### src/rtl/mux_4_reg.sv
// Four-input WIDTH-bit selector for the datapath, with an optional output register.
// OUT_REG=1 gives one cycle of latency and an async active-low clear; OUT_REG=0 is purely combinational.
module mux_4_reg #(
  parameter int unsigned WIDTH   = 8,
  parameter bit          OUT_REG = 1'b1
) (
  input  logic             clk,
  input  logic             rst_n,
  input  logic [WIDTH-1:0] r1,
  input  logic [WIDTH-1:0] r2,
  input  logic [WIDTH-1:0] r3,
  input  logic [WIDTH-1:0] r4,
  input  logic             s0,
  input  logic             s1,
  output logic [WIDTH-1:0] out
);

  logic [1:0]       sel;
  logic [WIDTH-1:0] sel_word;

  assign sel = {s1, s0};

  // An unknown select propagates X in simulation rather than favouring any input.
  always_comb begin
    sel_word = 'x;
    case (sel)
      2'b00:   sel_word = r1;
      2'b01:   sel_word = r2;
      2'b10:   sel_word = r3;
      2'b11:   sel_word = r4;
      default: sel_word = 'x;
    endcase
  end

  if (OUT_REG) begin : g_reg
    always_ff @(posedge clk or negedge rst_n) begin
      if (!rst_n) out <= '0;
      else        out <= sel_word;
    end
  end else begin : g_comb
    assign out = sel_word;
  end

endmodule

### config.mk
export PLATFORM = sky130hd
export DESIGN_NAME = mux_4_reg
export DESIGN_NICKNAME = d
export VERILOG_FILES = /design/src/rtl/mux_4_reg.sv
export SDC_FILE = /design/constraint.sdc
export NUM_CORES = 1
export LEC_CHECK = 0
export ABC_AREA = 1
export BUFFER_PORTS_ARGS = -buffer_cell sky130_fd_sc_hd__buf_2
export CAP_MARGIN = 20
export CORE_MARGIN = 2
export CORE_UTILIZATION = 38
export CTS_CLUSTER_DIAMETER = 60
export CTS_CLUSTER_SIZE = 8
export DETAILED_ROUTE_END_ITERATION = 10
export MAX_ROUTING_LAYER = met4
export PLACE_DENSITY = 0.81
export SLEW_MARGIN = 20
export SYNTH_ARGS = -nofsm -noshare
export SYNTH_HDL_FRONTEND = slang
export SYNTH_SLANG_ARGS = --single-unit
### constraint.sdc
create_clock -name clk -period 1.89 [get_ports clk]
set_clock_uncertainty 0.2 [all_clocks]
set_input_delay 0.378 -clock clk [delete_from_list [all_inputs] [get_ports clk]]
set_output_delay 0.378 -clock clk [all_outputs]
set_load 0.005 [all_outputs]
Word-level counts from Yosys, hierarchy flattened:

Cells that the tools add are included.

* memory bits (read-only): 0
* memory bits (writable): 0
* memories: 0
* word-level logic and storage cells: 6
* bits of input ports: 36
* flip-flop bits (word level): 8
* latch bits: 0
* output and inout bits: 8

* equal/unequal tests: 3
* bitwise logic cells: 0
* $lt $le $gt $ge: 0
* reduce and logical (&&, ||, !) cells: 1
* divide/modulo/power cells: 0
* $mul: 0
* mux-type cells: 1
* shift operators: 0
* add/sub/neg operators: 0

Operator list (number)
* $pmux W8 S4: 1
* $eq A2 B2 Y1 const B: 2
* $eq A2 B1 Y1 const B: 1
* $logic_not A2 Y1: 1

Logic depth before layout (Yosys ltp):

* word-level depth: 2
* depth in mapped cells: 4
* depth with buffers taken out: 3

Least setup slack after synthesis:

OpenSTA, ideal clock, no wires.

* kind: input to register
* start: input s1
* end: register out[0]
* stages on the path: 4
* setup time: 0.130 ns
* path slack: 0.782 ns
* path buffers: 2
* arrival time: 0.778 ns
* data required time: 1.560 ns
* cells stage by stage: buf_6 > buf_12 > nand3_1 > nand4_1

* longest elaborated chain between the ends: 2
* elaborated cells between the ends (all ways): 5
* classes of those cells: 3 x eq/ne; 1 x mux; 1 x reduce/logical

RTL lines
* from (decl): line 14 `input logic s1,`
* $eq A2 B2 Y1, or another cell as far along: line 26 `case (sel)`
* $pmux W8 S4 *: line 26
* named net sel_word[0]: line 19 `logic [WIDTH-1:0] sel_word;`
* to (signal assigned): line 38 `else out <= sel_word;`
* to (decl): line 15 `output logic [WIDTH-1:0] out`

Mark *: on every way through the listed nets, which the timed path passes. The rest lies on a longest branch.

Final worst setup path:

* start: register out[4]
* end: output out[4]

No word-level cell between the ends.

==> results.txt <==
DRT Pass-1 Iters - 4
GP Congestion - 0.782
Core ar. - 1250 sq um
Fin. max-slew vios - 0
Max Clock Freq - 764 MHz
Worst Max-Slew Pin Slew - 0.351 ns
Fin. Hold Viols - 0
Area grow syn2layout - 41.1%
Commonest non-fill, non-tap cell in the layout - buf_2
Biggest register - out
Port-buffer cells - 43
Leak - 0.367 nW
Max Root-Sink Buffers - 2
Drt initial violations - 8
Largest stage delay, worst path - 0.36 ns
Post-layout min period - 1.31 ns
Die width - 40.2 um
Period Utilization, post-route - 69.2%
CP Launch Type - flip-flop
Vias in the first global route - 505
Crit path max-delay cell type - dfrtp_1
Total CTS buffers - 3
Hold_ws - 0.143 ns
Pin count of the biggest net entering global routing - 19
Row cnt - 13
Buf+Inv Stages, Crit Path - 1
Gr ovfl total - 0
Gr usage total - 20.3%
Layout cells sized above 1 - 53.1%
Placed cells - 109
Routed length on met2 - 693 um
Max-cap check violation count - 0
Delay-heaviest family, CP - flip-flops
DIE AREA - 1610 sq um
Status - complete, no violations
Hold Path Class - input port to flip-flop
Crit-path cells - buf_2
Routed metal-1 wirelength - 518 um
WL final - 1330 um
Slew margin rel. - 76.6%
Power Density - 604 nW/um^2
CP Capture Type - primary output
Root Driver - clkbuf_4
Yosys reg bits - 8
Seq/Total Area, Yosys - 40.3%
Clk pin slew, worst setup/hold paths - 0.05 ns
Peak VDD IR - 246 uV
Per-cell routed wire length - 11.7 um
Commonest cells after routing, fill and taps aside - buf_2, nand3_1, nand2_1, nand4_1, dfrtp_1
Setup CP Type - flip-flop to primary output
Sink Count - 8
DRC viols - 0
Synth unique cells - 9
Initial core utilization - 39.7%
Synth Instances - 55
Final-stage net count - 136
CTS tree - built
Antenna diodes - 0
Non-filler cells, final - 113
Yosys warnings - 0
First-pass GRT wire length - 2050 um
WL met3 - 94 um
Biggest regs - out x8
Vias/cell - 5.10
Final HPWL DP - 1070 um
Vias - 576
DR top layer - met4
Initial antenna violation count - 0
Setup_tns - 0 ns
Syn nets - 91
Worst EP required - 1.31 ns
Worst endpoint data arrival time - 0.73 ns
Top fanout value on the critical path - 1
Mean Syn Cell Area - 9.03 sq um
I/O Pins - 44
Largest register FFs - 8
Netlist Area Pre-Place - 497 sq um
Setup violators final - 0
RSZ-0062 raised after global routing - no
Die Ht - 40.2 um
DRT antenna net count - 0
# H-tree levels - 1
-- final cells by class --
type / instances / area (sq um)
Clock buffer: 3 / 22.5
Sequential cell: 8 / 200
Tap cell: 15 / 18.8
Fill cell: 125 / 552
Timing Repair Buffer: 44 / 225
Inverter: 2 / 7.51
Multi-Input combinational cell: 41 / 226
-- kinds of logic (layout without fill, tap and decap cells) --
| logic type | count (synthesis) | after routing | synth area share [%] |
|---|---|---|---|
| flops | 8 | 8 | 40.3 |
| buf+inv | 6 | 49 | 14.1 |
| simple gates | 41 | 41 | 45.6 |
-- report_power, final --
| part | internal (W) | total, W | switching (W) |
|---|---|---|---|
| sequential | 0.000189 | 0.000193 | 0.00000374 |
| combinational | 0.0000532 | 0.000107 | 0.0000538 |
| clock | 0.0000722 | 0.000124 | 0.0000515 |
-- worst paths after layout --
| path | start | endpoint | slack (ns) | depth (start not counted) |
|---|---|---|---|---|
| max | out[4]$_DFF_PN0_ | out[4] | 0.58 | 1 |
| min | r1[0] | out[0]$_DFF_PN0_ | 0.14 | 3 |
| max in group asynchronous | rst_n | out[7]$_DFF_PN0_ | 1.04 | 2 |
| min in group asynchronous | rst_n | out[0]$_DFF_PN0_ | 0.29 | 2 |
-- synthesized netlist by cell type --
cell type	instances	area share, %
nand2_1	8	6.0
nand4_1	8	10
nor2_4	1	2.3
dfrtp_1	8	40
inv_2	2	1.5
nand3_1	21	21
nand3_2	3	6.0
buf_12	2	8.1
buf_6	2	4.5
-- per-layer routing --
| layer | GRT usage [%] | vias up |
|---|---|---|
| met5 | - | - |
| met4 | 14.7 | 0 |
| met3 | 2.22 | 4 |
| met2 | 35.1 | 26 |
| met1 | 21.1 | 261 |
| li1 | - | 285 |
-- per-stage QoR --
| stage | power, W | utilization [%] | setup slack (ns) | instance area (sq um) |
|---|---|---|---|---|
| 6_report | 0.000423 | 55.9 | 0.581 | 701 |
| 5_1_grt | 0.000451 | 55.9 | 0.536 | 701 |
| 4_1_cts | 0.000428 | 55.9 | 0.571 | 701 |
| 3_5_place_dp | 0.000301 | 53.3 | 0.476 | 668 |
| 3_3_place_gp | 0.000298 | 53.3 | 0.543 | 668 |
| 2_1_floorplan | 0.000251 | - | 0.782 | 497 |
-- timing repair --
action                                  4_1_cts  5_1_grt
endpoints found under the setup margin        0        0
gates resized for setup                       0        0
buffers inserted                              0        0
hold endpoints to repair                      8        0
hold buffers                                  1        0
(Power assumes the default switching activity.)
